===== config.mk =====
export PLATFORM = sky130hd
export DESIGN_NAME = regfile_write_arbiter
export DESIGN_NICKNAME = d
export VERILOG_FILES = /design/src/rtl/regfile_write_arbiter.sv
export SDC_FILE = /design/constraint.sdc
export NUM_CORES = 1
export LEC_CHECK = 0
export BUFFER_PORTS_ARGS = -buffer_cell sky130_fd_sc_hd__buf_2
export CELL_PAD_IN_SITES_DETAIL_PLACEMENT = 0
export CELL_PAD_IN_SITES_GLOBAL_PLACEMENT = 1
export CORE_UTILIZATION = 33
export DETAILED_ROUTE_END_ITERATION = 6
export MAX_ROUTING_LAYER = met4
export PLACE_DENSITY = 0.9
export SYNTH_ARGS = -nofsm -noshare
export SYNTH_HDL_FRONTEND = slang
export SYNTH_SLANG_ARGS = --single-unit

===== constraint.sdc =====
create_clock -name clk -period 2.4 [get_ports clk]
set_input_delay 0.72 -clock clk [delete_from_list [all_inputs] [get_ports clk]]
set_output_delay 0.72 -clock clk [all_outputs]
set_load 0.05 [all_outputs]

===== src/rtl/regfile_write_arbiter.sv =====
// Round-robin merge of two write requesters onto the register file write port, with a walk that zeroes every register.
// Write outputs are registered: a grant in cycle T appears at the port in T+1.
`timescale 1ns/1ps

module regfile_write_arbiter #(
   parameter int DATA_WIDTH = 32,
   parameter int ADDR_WIDTH = 5
) (
   input  logic                  clk,
   input  logic                  rst,
   input  logic                  a_valid,
   input  logic [ADDR_WIDTH-1:0] a_reg,
   input  logic [DATA_WIDTH-1:0] a_data,
   output logic                  a_ready,
   input  logic                  b_valid,
   input  logic [ADDR_WIDTH-1:0] b_reg,
   input  logic [DATA_WIDTH-1:0] b_data,
   output logic                  b_ready,
   input  logic                  init_req,
   output logic                  init_done,
   output logic                  busy,
   output logic                  write,
   output logic [ADDR_WIDTH-1:0] write_reg,
   output logic [DATA_WIDTH-1:0] write_data
);

   typedef enum logic {RUN, INIT} state_t;

   localparam logic [ADDR_WIDTH-1:0] LAST_REG = '1;

   state_t                state, state_nxt;
   logic [ADDR_WIDTH-1:0] cnt, cnt_nxt;
   logic                  ptr, ptr_nxt;
   logic                  write_nxt, init_done_nxt;
   logic [ADDR_WIDTH-1:0] write_reg_nxt;
   logic [DATA_WIDTH-1:0] write_data_nxt;

   assign busy = (state == INIT);

   always_ff @(posedge clk or negedge rst) begin
      if (!rst) begin
         state      <= RUN;
         cnt        <= '0;
         ptr        <= 1'b0;
         write      <= 1'b0;
         write_reg  <= '0;
         write_data <= '0;
         init_done  <= 1'b0;
      end else begin
         state      <= state_nxt;
         cnt        <= cnt_nxt;
         ptr        <= ptr_nxt;
         write      <= write_nxt;
         write_reg  <= write_reg_nxt;
         write_data <= write_data_nxt;
         init_done  <= init_done_nxt;
      end
   end

   // cnt always equals the register being zeroed in the current INIT cycle
   always_comb begin
      state_nxt      = state;
      cnt_nxt        = cnt;
      ptr_nxt        = ptr;
      a_ready        = 1'b0;
      b_ready        = 1'b0;
      write_nxt      = 1'b0;
      write_reg_nxt  = write_reg;
      write_data_nxt = write_data;
      init_done_nxt  = 1'b0;
      case (state)
         RUN: begin
            if (init_req) begin
               state_nxt      = INIT;
               cnt_nxt        = '0;
               write_nxt      = 1'b1;
               write_reg_nxt  = '0;
               write_data_nxt = '0;
            end else begin
               a_ready = a_valid && (!b_valid || !ptr);
               b_ready = b_valid && (!a_valid || ptr);
               if (a_ready) begin
                  write_nxt      = (a_reg != '0);
                  write_reg_nxt  = a_reg;
                  write_data_nxt = a_data;
                  ptr_nxt        = 1'b1;
               end else if (b_ready) begin
                  write_nxt      = (b_reg != '0);
                  write_reg_nxt  = b_reg;
                  write_data_nxt = b_data;
                  ptr_nxt        = 1'b0;
               end
            end
         end
         INIT: begin
            if (cnt == LAST_REG) begin
               state_nxt     = RUN;
               init_done_nxt = 1'b1;
            end else begin
               cnt_nxt        = cnt + 1'b1;
               write_nxt      = 1'b1;
               write_reg_nxt  = cnt + 1'b1;
               write_data_nxt = '0;
            end
         end
         default: state_nxt = RUN;
      endcase
   end

endmodule


# After elaboration in Yosys (flattened, before gate mapping)
# Index checks and enable logic that the tools add are counted.
# W data, S select, Z words.
# totals
word_cells,54
ramBits,0
mem_bits_ro,0
output_inout_bits,42
reg_bits,46
in_bits,79
latchBits,0
memories,0
# op_classes
bitwise_logic,2
order_cmp,0
n_addsub,1
reduce_logical,13
div_mod_pow,0
eq_ne,4
shifts,0
mul,0
n_mux,27
# ops
cell,n
$mux W32,4
$pmux W32 S2,1
$mux W5,5
$pmux W5 S2,2
$mux W1,13
$reduce_bool A5 Y1,2
$add A5 B1 Y5 const B,1
$eq A5 B5 Y1 const B,1
$ne A2 B2 Y1 const B,2
$ne A4 B4 Y1 const B,1
$pmux W1 S2,2
$reduce_and A2 Y1,2
$logic_not A1 Y1,3
$reduce_and A3 Y1,1
$logic_and A1 B1 Y1,2
$logic_or A1 B1 Y1,2
$not A1 Y1,2
$reduce_bool A2 Y1,1

# Depth between registers and ports, before layout
# Gate-level depths: netlist (run 1).
# depth
word_depth,7
ltp_mapped,9
mapped_depth_nobuf,7

# Worst setup path before layout (run 1)
# Ideal clock, no wire load.
# synth_path
kind,input port to output port
start,in a_valid
end,out a_ready
setup_slack_ns,0.024
t_required_ns,1.680
n_path_buf,2
arrival_time_ns,1.656
path_stages,4
cell_sequence,a21boi_4 buf_8 buf_8 and2_1
# synth_between
elab_chain_cells,3
# synth_rtl
item,line,source
from (decl),11,"input logic a_valid,"
$logic_and A1 B1 Y1,80,a_ready = a_valid && (!b_valid || !ptr);
$mux W1,73,if (init_req) begin
$mux W1,71,case (state)
to (decl),14,"output logic a_ready,"
# No other way between the ends.

# Final worst setup path (run 1)
# layout_path
start,in init_req
end,out b_ready
# layout_between
elab_chain_cells,2
# layout_rtl
item,line,source
from (decl),19,"input logic init_req,"
$mux W1,73,
$mux W1,71,
to (decl),18,"output logic b_ready,"
# No other way between the ends.

==> results of run 1 <==
worst register-to-register path: cells and delay by family, from the launching register on:
kind,cells,cell delay [ps]
compound gates,2,290
flops,1,430
buf+inv,1,220
simple gates,3,520
fa+ha+maj,2,520
logic make-up after synthesis:
family          count (synthesis)  synth area share (%)
flops                          46                  49.8
compound gates                 54                  13.7
fa+ha+maj                       2                  1.08
buf+inv                        16                  5.95
xor+xnor                        3                  1.14
mux                            39                  17.2
simple gates                   60                  11.1
layout by cell type, fill, tap and decap left out:
cell type    n
a21boi_4     1
a21o_1       1
a21oi_1      2
a221oi_1     1
a221oi_2     1
a31oi_1      4
and2_1       2
and3_1       2
buf_2      120
buf_4        9
bufinv_16    1
clkbuf_8     6
dfrtp_1     46
ha_1         2
inv_1        3
mux2_2       2
mux2_4       1
mux2i_1     36
nand2_1     39
nand2b_1     1
nand3_1      1
nor2_1       9
nor2b_1      1
nor3_1       1
o211ai_1     1
o21a_1       1
o21ai_0     10
o21ai_1     28
o21ai_2      1
o22a_1       1
o22ai_1      2
or2_2        1
or2b_1       1
or4_1        1
or4_2        1
xnor2_1      2
xor2_1       1
where the power goes:
| group | leakage, nW | switching (mW) | internal (mW) | total, mW |
|---|---|---|---|---|
| sequential | 0.608 | 0.0980 | 0.907 | 1.00 |
| clock | 0.0573 | 0.244 | 0.333 | 0.577 |
| combinational | 0.966 | 0.643 | 0.385 | 1.03 |
worst max-delay path by stage:
stage | slack [ps] | depth (start not counted) | end
global route | 60 | 4 | b_ready
floorplan | 20 | 4 | a_ready
CTS | 130 | 4 | b_ready
finish | 130 | 4 | b_ready
detailed placement | 130 | 4 | b_ready
global placement | 180 | 4 | b_ready
layout make-up:
class                   instances  area [sq um]  area share (%)
flip-flops and latches         46          1150            37.2
multi-input cells             158          1030            33.2
repair buffers                129           668            21.6
well taps                      96           120            3.89
clock buffers                   6          82.6            2.67
clock inverters                 1          30.0           0.972
inverters                       3          11.3           0.364
stage by stage:
step / util [%] / worst slack [ps]
global route: 45.5 / 57.1
finish: 45.5 / 127
global placement: 43.8 / 177
floorplan: - / 24.0
detailed placement: 43.8 / 134
CTS: 45.5 / 128
synthesized netlist by cell type, drive strengths merged (2+ instances only):
cell type | number | area share (%)
a21oi | 2 | 0.43
a221oi | 2 | 1.0
a31oi | 4 | 1.1
and2 | 2 | 0.54
and3 | 2 | 0.54
buf | 9 | 4.4
clkbuf | 4 | 1.1
dfrtp | 46 | 50
ha | 2 | 1.1
inv | 3 | 0.49
mux2 | 3 | 1.6
mux2i | 36 | 16
nand2 | 39 | 6.3
nor2 | 9 | 1.5
o21ai | 39 | 8.4
o22ai | 2 | 0.54
or4 | 2 | 0.70
xnor2 | 2 | 0.76
routing by layer:
| metal | up-vias | GRT usage, % | part of all wire [%] |
|---|---|---|---|
| met3 | 5 | 4.23 | 6.1 |
| li1 | 1011 | - | - |
| met5 | - | - | 0 |
| met1 | 926 | 19.7 | 46 |
| met2 | 86 | 23.3 | 47 |
| met4 | 0 | 5.15 | 1.3 |
==> flow_metrics.tcl, run 1 <==
set metrics [dict create \
    synthArstFlopShare_pct 100 \
    numClockSinks 46 \
    post_drt_wl_per_cell_microns 12.2 \
    vias 2028 \
    cts_max_level 2 \
    grt_use_total_pct 15.3 \
    startpoint_type "input port" \
    drtAntennaViolNets 0 \
    crit_top_cell "buf_2" \
    period_minus_slack_ps 2270 \
    final_area_sq_um 3090 \
    setup_tns_ps 0 \
    report.final.slew_viol_count 0 \
    cp_data_required_time_ps 1680 \
    vias_per_cell 4.62 \
    post-route-period-util_pct 94.7 \
    cts.clk_slew.worst_paths_ps 90 \
    critPathTopFamily "simple AND/OR/NAND/NOR gates" \
    drc 0 \
    r2r-start "cnt[0]$_DFFE_PN0P_" \
    worstSetupStartpoint "init_req" \
    crit_type "in2out" \
    antenna_found_initial 0 \
    start_util_pct 34.0 \
    io_buffers 120 \
    clkLatencyLatePin_ps 290 \
    post-cts-setup-buffers 0 \
    ctsHoldBuffers 0 \
    syn_inst 220 \
    first_iter_violations 97 \
    cts_buffer_depth 2 \
    hold_viol 0 \
    fmax_mhz 440 \
    synth_nets 301 \
    yosys_most_used_dff "dfrtp_1" \
    cts_tree "yes" \
    power.density_nw_per_um2 845 \
    path_max_fanout 5 \
    ys_types 37 \
    syn2layout_area_growth_pct 33.7 \
    critPathMaxStageDelay_ps 250 \
    syn_area_sq_um 2310 \
    synth_edf_count 0 \
    ys_seq_elements 46 \
    placed_area_sq_um 2980 \
    endpoint_kind "output pin" \
    ys_warn_count 0 \
    cts_resized 0 \
    yosysSeqAreaShare_pct 49.8 \
    dieArea_sq_um 7350 \
    core_area_sq_um 6790 \
    antenna_cells_inserted 0 \
    nFillCells 659 \
    p_leak_nw 1.63 \
    largest_reg_flops 32 \
    relSlewSlack_pct 62.2 \
    cts_buffers 5 \
    dp_hpwl_microns 4150 \
    finalWirelength_microns 5360 \
    r2r_cells 8 \
    avgSynthCellArea_sq_um 10.5 \
    final-setup-viol-count 0 \
    ir_worst_vdd_uv 342 \
    r2r_slack_ps 300 \
    drive_gt1_share_pct 42.0 \
    boundaryPins 121 \
    power_mw 2.61 \
    crit_slowest_cell "nor2_1" \
    crit_chain "buf_2 -> nor2_1 -> and3_1 -> buf_2" \
    grt_pass1_wl_microns 8600 \
    clockRootBuffer "clkbuf_8" \
    die_w_microns 85.7 \
    worst_hold_path_type "in2async" \
    grt_max_degree 33 \
    cp_num_buf_inv 2 \
    worstMarginPinSlew_ps 567 \
    fin_cells 439 \
    fin_skew_ps 11.7 \
    rsz0062_at_grt "false" \
    whs_ps 412 \
    r2r_end "write_data[19]$_DFFE_PN0P_" \
    max-cap-violations 0 \
    rows 30 \
    die_y_microns 85.7 \
    arrival_ps 1550 \
    dp_cells 432 \
    grt_pass1_vias 1837 \
    final_nets 424 \
    overflow 0 \
    status "finished clean" \
    firstDrtPassIters 4 \
    place_congestion 0.831 \
]
Note: power is estimated with default switching activity, not from simulation.
==> run 2, diff against run 1 <==
==> config.mk (replaced) <==
export PLATFORM = sky130hd
export DESIGN_NAME = regfile_write_arbiter
export DESIGN_NICKNAME = d
export VERILOG_FILES = /design/src/rtl/regfile_write_arbiter.sv
export SDC_FILE = /design/constraint.sdc
export NUM_CORES = 1
export LEC_CHECK = 0
export CELL_PAD_IN_SITES_DETAIL_PLACEMENT = 0
export CELL_PAD_IN_SITES_GLOBAL_PLACEMENT = 1
export CORE_ASPECT_RATIO = 0.8
export CORE_UTILIZATION = 45
export DETAILED_ROUTE_END_ITERATION = 6
export DONT_BUFFER_PORTS = 1
export MAX_ROUTING_LAYER = met4
export PLACE_DENSITY = 0.87
export SYNTH_ARGS = -nofsm -noshare
export SYNTH_HDL_FRONTEND = slang
export SYNTH_SLANG_ARGS = --single-unit
==> run 2 against run 1 <==
Effect of this change: worst setup slack gained 200 ps; total power shrank 5.8%; clock skew shrank 4.6 ps; sequential cell count is the same; global-route usage grew 4.2 points; critical endpoint is now write_data[12]$_DFFE_PN0P_; largest power group is now sequential cells; highest routed layer unchanged.
==> flow_metrics.tcl, run 2 (synthesized netlist as in run 1, its figures left out) <==
set metrics [dict create \
    place_congestion 0.846 \
    grt_use_total_pct 19.5 \
    placed_area_sq_um 2370 \
    largest_reg_flops 32 \
    fmax_mhz 482 \
    status "finished clean" \
    antenna_found_initial 0 \
    path_max_fanout 27 \
    final_cell_mix "46 x dfrtp_1, 39 x nand2_1, 36 x mux2i_1" \
    numClockSinks 46 \
    grt_pass1_wl_microns 7560 \
    setup_ws_ps 325 \
    endpoint_kind "register" \
    p_leak_nw 1.12 \
    relSlewSlack_pct 64.1 \
    vias_per_cell 5.71 \
    post_drt_wl_per_cell_microns 17.1 \
    overflow 0 \
    start_util_pct 48.6 \
    cts_tree "yes" \
    rsz0062_at_grt "false" \
    fin_skew_ps 7.15 \
    worstMarginPinSlew_ps 538 \
    grt_max_degree 47 \
    drive_gt1_share_pct 11.1 \
    pre_cts_ws_ps 323 \
    crit_slowest_cell "dfrtp_1" \
    dieArea_sq_um 5430 \
    critPathMaxStageDelay_ps 440 \
    cts_buffer_depth 2 \
    dp_cells 278 \
    period_minus_slack_ps 2080 \
    post-route-period-util_pct 86.5 \
    boundaryPins 121 \
    pwr-share-clk_pct 23.0 \
    worst_hold_path_type "in2async" \
    cp_data_required_time_ps 2570 \
    drtAntennaViolNets 0 \
    crit_chain "ha_1 -> and3_1 -> ha_1 -> and2_1 -> a21o_1 -> buf_4 -> nand2_1 -> o21ai_1" \
    grt_pass1_vias 1602 \
    syn2layout_area_growth_pct 7.20 \
    firstDrtPassIters 4 \
    final_area_sq_um 2480 \
    cts_resized 0 \
    antenna_cells_inserted 0 \
    ctsHoldBuffers 0 \
    crit_type "reg2reg" \
    combPwrFrac_pct 25.3 \
    fin_util_pct 52.0 \
    io_buffers 0 \
    fin_cells 286 \
    report.final.slew_viol_count 0 \
    die_y_microns 66.1 \
    hold_viol 0 \
    r2r_slack_ps 320 \
    internal_power_mw 1.51 \
    rows 22 \
    cts_max_level 2 \
    vias 1634 \
    final-setup-viol-count 0 \
    first_iter_violations 50 \
    cts.clk_slew.worst_paths_ps 90 \
    ir_worst_vdd_uv 828 \
    arrival_ps 2250 \
    clkLatencyLatePin_ps 290 \
    p_seq_share_pct 51.7 \
    cp_num_buf_inv 1 \
    die_w_microns 82.1 \
    power.density_nw_per_um2 992 \
    post-cts-setup-buffers 0 \
    final_nets 306 \
    core_area_sq_um 4760 \
    drc 0 \
    startpoint_type "register" \
    setup_tns_ps 0 \
    crit_top_cell "ha_1" \
    dp_hpwl_microns 3610 \
    clockRootBuffer "clkbuf_8" \
    cts_buffers 5 \
    swShare_pct 38.6 \
    critPathTopFamily "simple AND/OR/NAND/NOR gates" \
    max-cap-violations 0 \
    final_common_cell "dfrtp_1" \
    finalWirelength_microns 4900 \
    power_switching_uw 948 \
]
-- run 2: cell types whose count changed in the layout (fill, tap and decap cells not counted) --
cell      delta
clkbuf_8     -1
clkbuf_1     +2
buf_12       +2
buf_2      -120
-- run 2: per-layer routing --
metal	up-vias	global-route usage [%]	routed length, microns
li1	778	-	-
met1	756	23.5	2050
met2	92	30.0	2240
met3	8	7.31	553
met4	0	6.58	53
met5	-	-	0
-- run 2: area by class of cell --
cell class	instances	area, sq um
multi-input cells	158	1030
inverters	3	11.3
flip-flops and latches	46	1150
clock inverters	1	30.0
clock buffers	7	76.3
fillers	470	2280
well taps	60	75.1
repair buffers	11	108
-- run 2: final timing paths --
check / startpoint / to / cells after the start
worst min register to register: cnt[4]$_DFFE_PN0P_ / cnt[4]$_DFFE_PN0P_ / 2
worst max-delay path: cnt[0]$_DFFE_PN0P_ / write_data[12]$_DFFE_PN0P_ / 8
max in group asynchronous: rst / cnt[3]$_DFFE_PN0P_ / 0
worst min-delay path: rst / write_data[31]$_DFFE_PN0P_ / 0
worst max register to register: cnt[0]$_DFFE_PN0P_ / write_data[12]$_DFFE_PN0P_ / 8
min in group clk: init_req / cnt[2]$_DFFE_PN0P_ / 1
-- run 2: power groups by stage --
| stage | registers, mW | clock network (mW) | logic (mW) |
|---|---|---|---|
| 3_5_place_dp | 1.28 | 0 | 0.626 |
| 5_1_grt | 1.29 | 0.619 | 0.686 |
| 6_report | 1.27 | 0.565 | 0.623 |
| 2_1_floorplan | 1.26 | 0 | 0.538 |
| 3_3_place_gp | 1.28 | 0 | 0.613 |
| 4_1_cts | 1.27 | 0.581 | 0.626 |
-- run 2: stage by stage --
stage,hold slack [ps],total power [mW]
4_1_cts,99.4,2.48
5_1_grt,78.0,2.59
3_5_place_dp,426,1.91
3_3_place_gp,425,1.90
2_1_floorplan,424,1.80
6_report,108,2.46
==> run 3, diff against run 2 <==
==> config.mk (replaced) <==
export PLATFORM = sky130hd
export DESIGN_NAME = regfile_write_arbiter
export DESIGN_NICKNAME = d
export VERILOG_FILES = /design/src/rtl/regfile_write_arbiter.sv
export SDC_FILE = /design/constraint.sdc
export NUM_CORES = 1
export LEC_CHECK = 0
export CORE_ASPECT_RATIO = 0.8
export CORE_UTILIZATION = 62
export DETAILED_ROUTE_END_ITERATION = 6
export DONT_BUFFER_PORTS = 1
export MAX_ROUTING_LAYER = met4
export PLACE_DENSITY = 0.88
export SYNTH_ARGS = -nofsm -noshare
export SYNTH_HDL_FRONTEND = slang
export SYNTH_SLANG_ARGS = --single-unit
==> run 3 against run 2 <==
Effect of this change: hold slack improved by 3.7 ps; design area is 1.2% lower; sequential power about the same; clock skew down 2.5 ps; fmax fell by 6.8%; via count rose by 0.24%; largest cell class unchanged; largest power group unchanged.
==> flow_metrics.tcl, run 3 (synthesized netlist as in run 1, its figures left out) <==
set metrics [dict create \
    status "finished clean" \
    numClockSinks 46 \
    final-setup-viol-count 0 \
    fin_skew_ps 4.60 \
    grt_pass1_wl_microns 7570 \
    finalWirelength_microns 4660 \
    firstDrtPassIters 4 \
    drc 0 \
    relSlewSlack_pct 20.1 \
    start_util_pct 66.2 \
    post-route-period-util_pct 92.8 \
    rsz0062_at_grt "false" \
    arrival_ps 2360 \
    cts_tree "yes" \
    first_iter_violations 65 \
    dp_hpwl_microns 3400 \
    drtAntennaViolNets 0 \
    ir_worst_vdd_uv 904 \
    ctsHoldBuffers 0 \
    boundaryPins 121 \
    multi_input_area_sq_um 1030 \
    path_max_fanout 13 \
    vias_per_cell 6.13 \
    setup_tns_ps 0 \
    overflow 0 \
    cts.clk_slew.worst_paths_ps 80 \
    antenna_cells_inserted 0 \
    power.density_nw_per_um2 1000 \
    cp_num_buf_inv 1 \
    final_nets 305 \
    grt_max_degree 47 \
    grt_use_total_pct 25.4 \
    critPathMaxStageDelay_ps 430 \
    fin_util_pct 70.1 \
    syn2layout_area_growth_pct 5.90 \
    dieArea_sq_um 3980 \
    report.final.slew_viol_count 0 \
    endpoint_kind "register" \
    vias 1638 \
    clkLatencyLatePin_ps 290 \
    cts_resized 0 \
    cts_max_level 2 \
    period_minus_slack_ps 2230 \
    rows 19 \
    p_leak_nw 1.11 \
    core_area_sq_um 3490 \
    cp_data_required_time_ps 2530 \
    crit_chain "ha_1 -> and3_1 -> ha_1 -> and2_1 -> a21o_1 -> buf_4 -> nand2_1 -> o21ai_1" \
    worstMarginPinSlew_ps 1200 \
    drive_gt1_share_pct 10.7 \
    register_area_sq_um 1150 \
    place_congestion 0.952 \
    final_common_cell "dfrtp_1" \
    max-cap-violations 0 \
    largest_reg_flops 32 \
    crit_top_cell "ha_1" \
    die_w_microns 70.3 \
    hold_viol 0 \
    final_cell_mix "46 x dfrtp_1, 39 x nand2_1, 36 x mux2i_1" \
    clockRootBuffer "clkbuf_8" \
    cts_buffer_depth 2 \
    power_mw 2.45 \
    nFillCells 252 \
    worst_hold_path_type "in2async" \
    cts_buffers 5 \
    critPathTopFamily "adder cells" \
    grt_pass1_vias 1701 \
    crit_slowest_cell "dfrtp_1" \
    antenna_found_initial 0 \
    post-cts-setup-buffers 0 \
    io_buffers 0 \
    crit_type "reg2reg" \
    startpoint_type "register" \
    fmax_mhz 449 \
    die_y_microns 56.6 \
    post_drt_wl_per_cell_microns 17.5 \
]
run 3: cell types whose count changed in the layout (fill, tap and decap cells not counted), sizes merged:
cell,change
buf,-1
run 3: stage by stage:
step | cells | hold slack (ps) | setup slack [ps] | area [sq um]
after floorplan | 220 | 424 | 24.0 | 2310
after global placement | 259 | 425 | 273 | 2340
after detailed placement | 259 | 425 | 218 | 2340
after CTS | 267 | 103 | 190 | 2450
after global routing | 267 | 86.2 | 7.18 | 2450
final | 267 | 111 | 174 | 2450
run 3: area by class of cell:
class | instances | share of cell area [%]
repair buffers | 10 | 4.09
clock buffers | 7 | 3.12
multi-input cells | 158 | 42.0
clock inverters | 1 | 1.23
inverters | 3 | 0.460
flip-flops and latches | 46 | 47.0
well taps | 42 | 2.15
run 3: final timing paths:
check / start / end / slack [ps] / depth (start not counted)
min: rst / write_data[9]$_DFFE_PN0P_ / 110 / 0
max: cnt[0]$_DFFE_PN0P_ / write_data[12]$_DFFE_PN0P_ / 170 / 8
min in group clk: init_req / cnt[2]$_DFFE_PN0P_ / 510 / 1
max reg2reg: cnt[0]$_DFFE_PN0P_ / write_data[12]$_DFFE_PN0P_ / 170 / 8
min reg2reg: cnt[1]$_DFFE_PN0P_ / cnt[1]$_DFFE_PN0P_ / 540 / 2
max in group asynchronous: rst / write$_DFF_PN0_ / 2200 / 0
run 3: layer usage:
layer,wire length [microns],track usage [%],vias to the layer above
met1,1950,30.5,757
met3,527,9.69,5
met2,2150,39.2,100
met4,41,9.43,0
met5,0,-,-
li1,-,-,776
run 3: worst reg2reg max path: stages, from the launching register on:
cell and delay (ps):
dfrtp_1 430, ha_1 250, and3_1 170, ha_1 250, and2_1 220, a21o_1 330, buf_4 260, nand2_1 80
o21ai_1 70
run 3: power breakdown:
part           leakage (nW)  total [mW]  switching [mW]  internal (mW)
Clock                0.0524       0.556           0.244          0.312
Combinational         0.451       0.624           0.328          0.296
Sequential            0.608        1.27           0.366          0.903
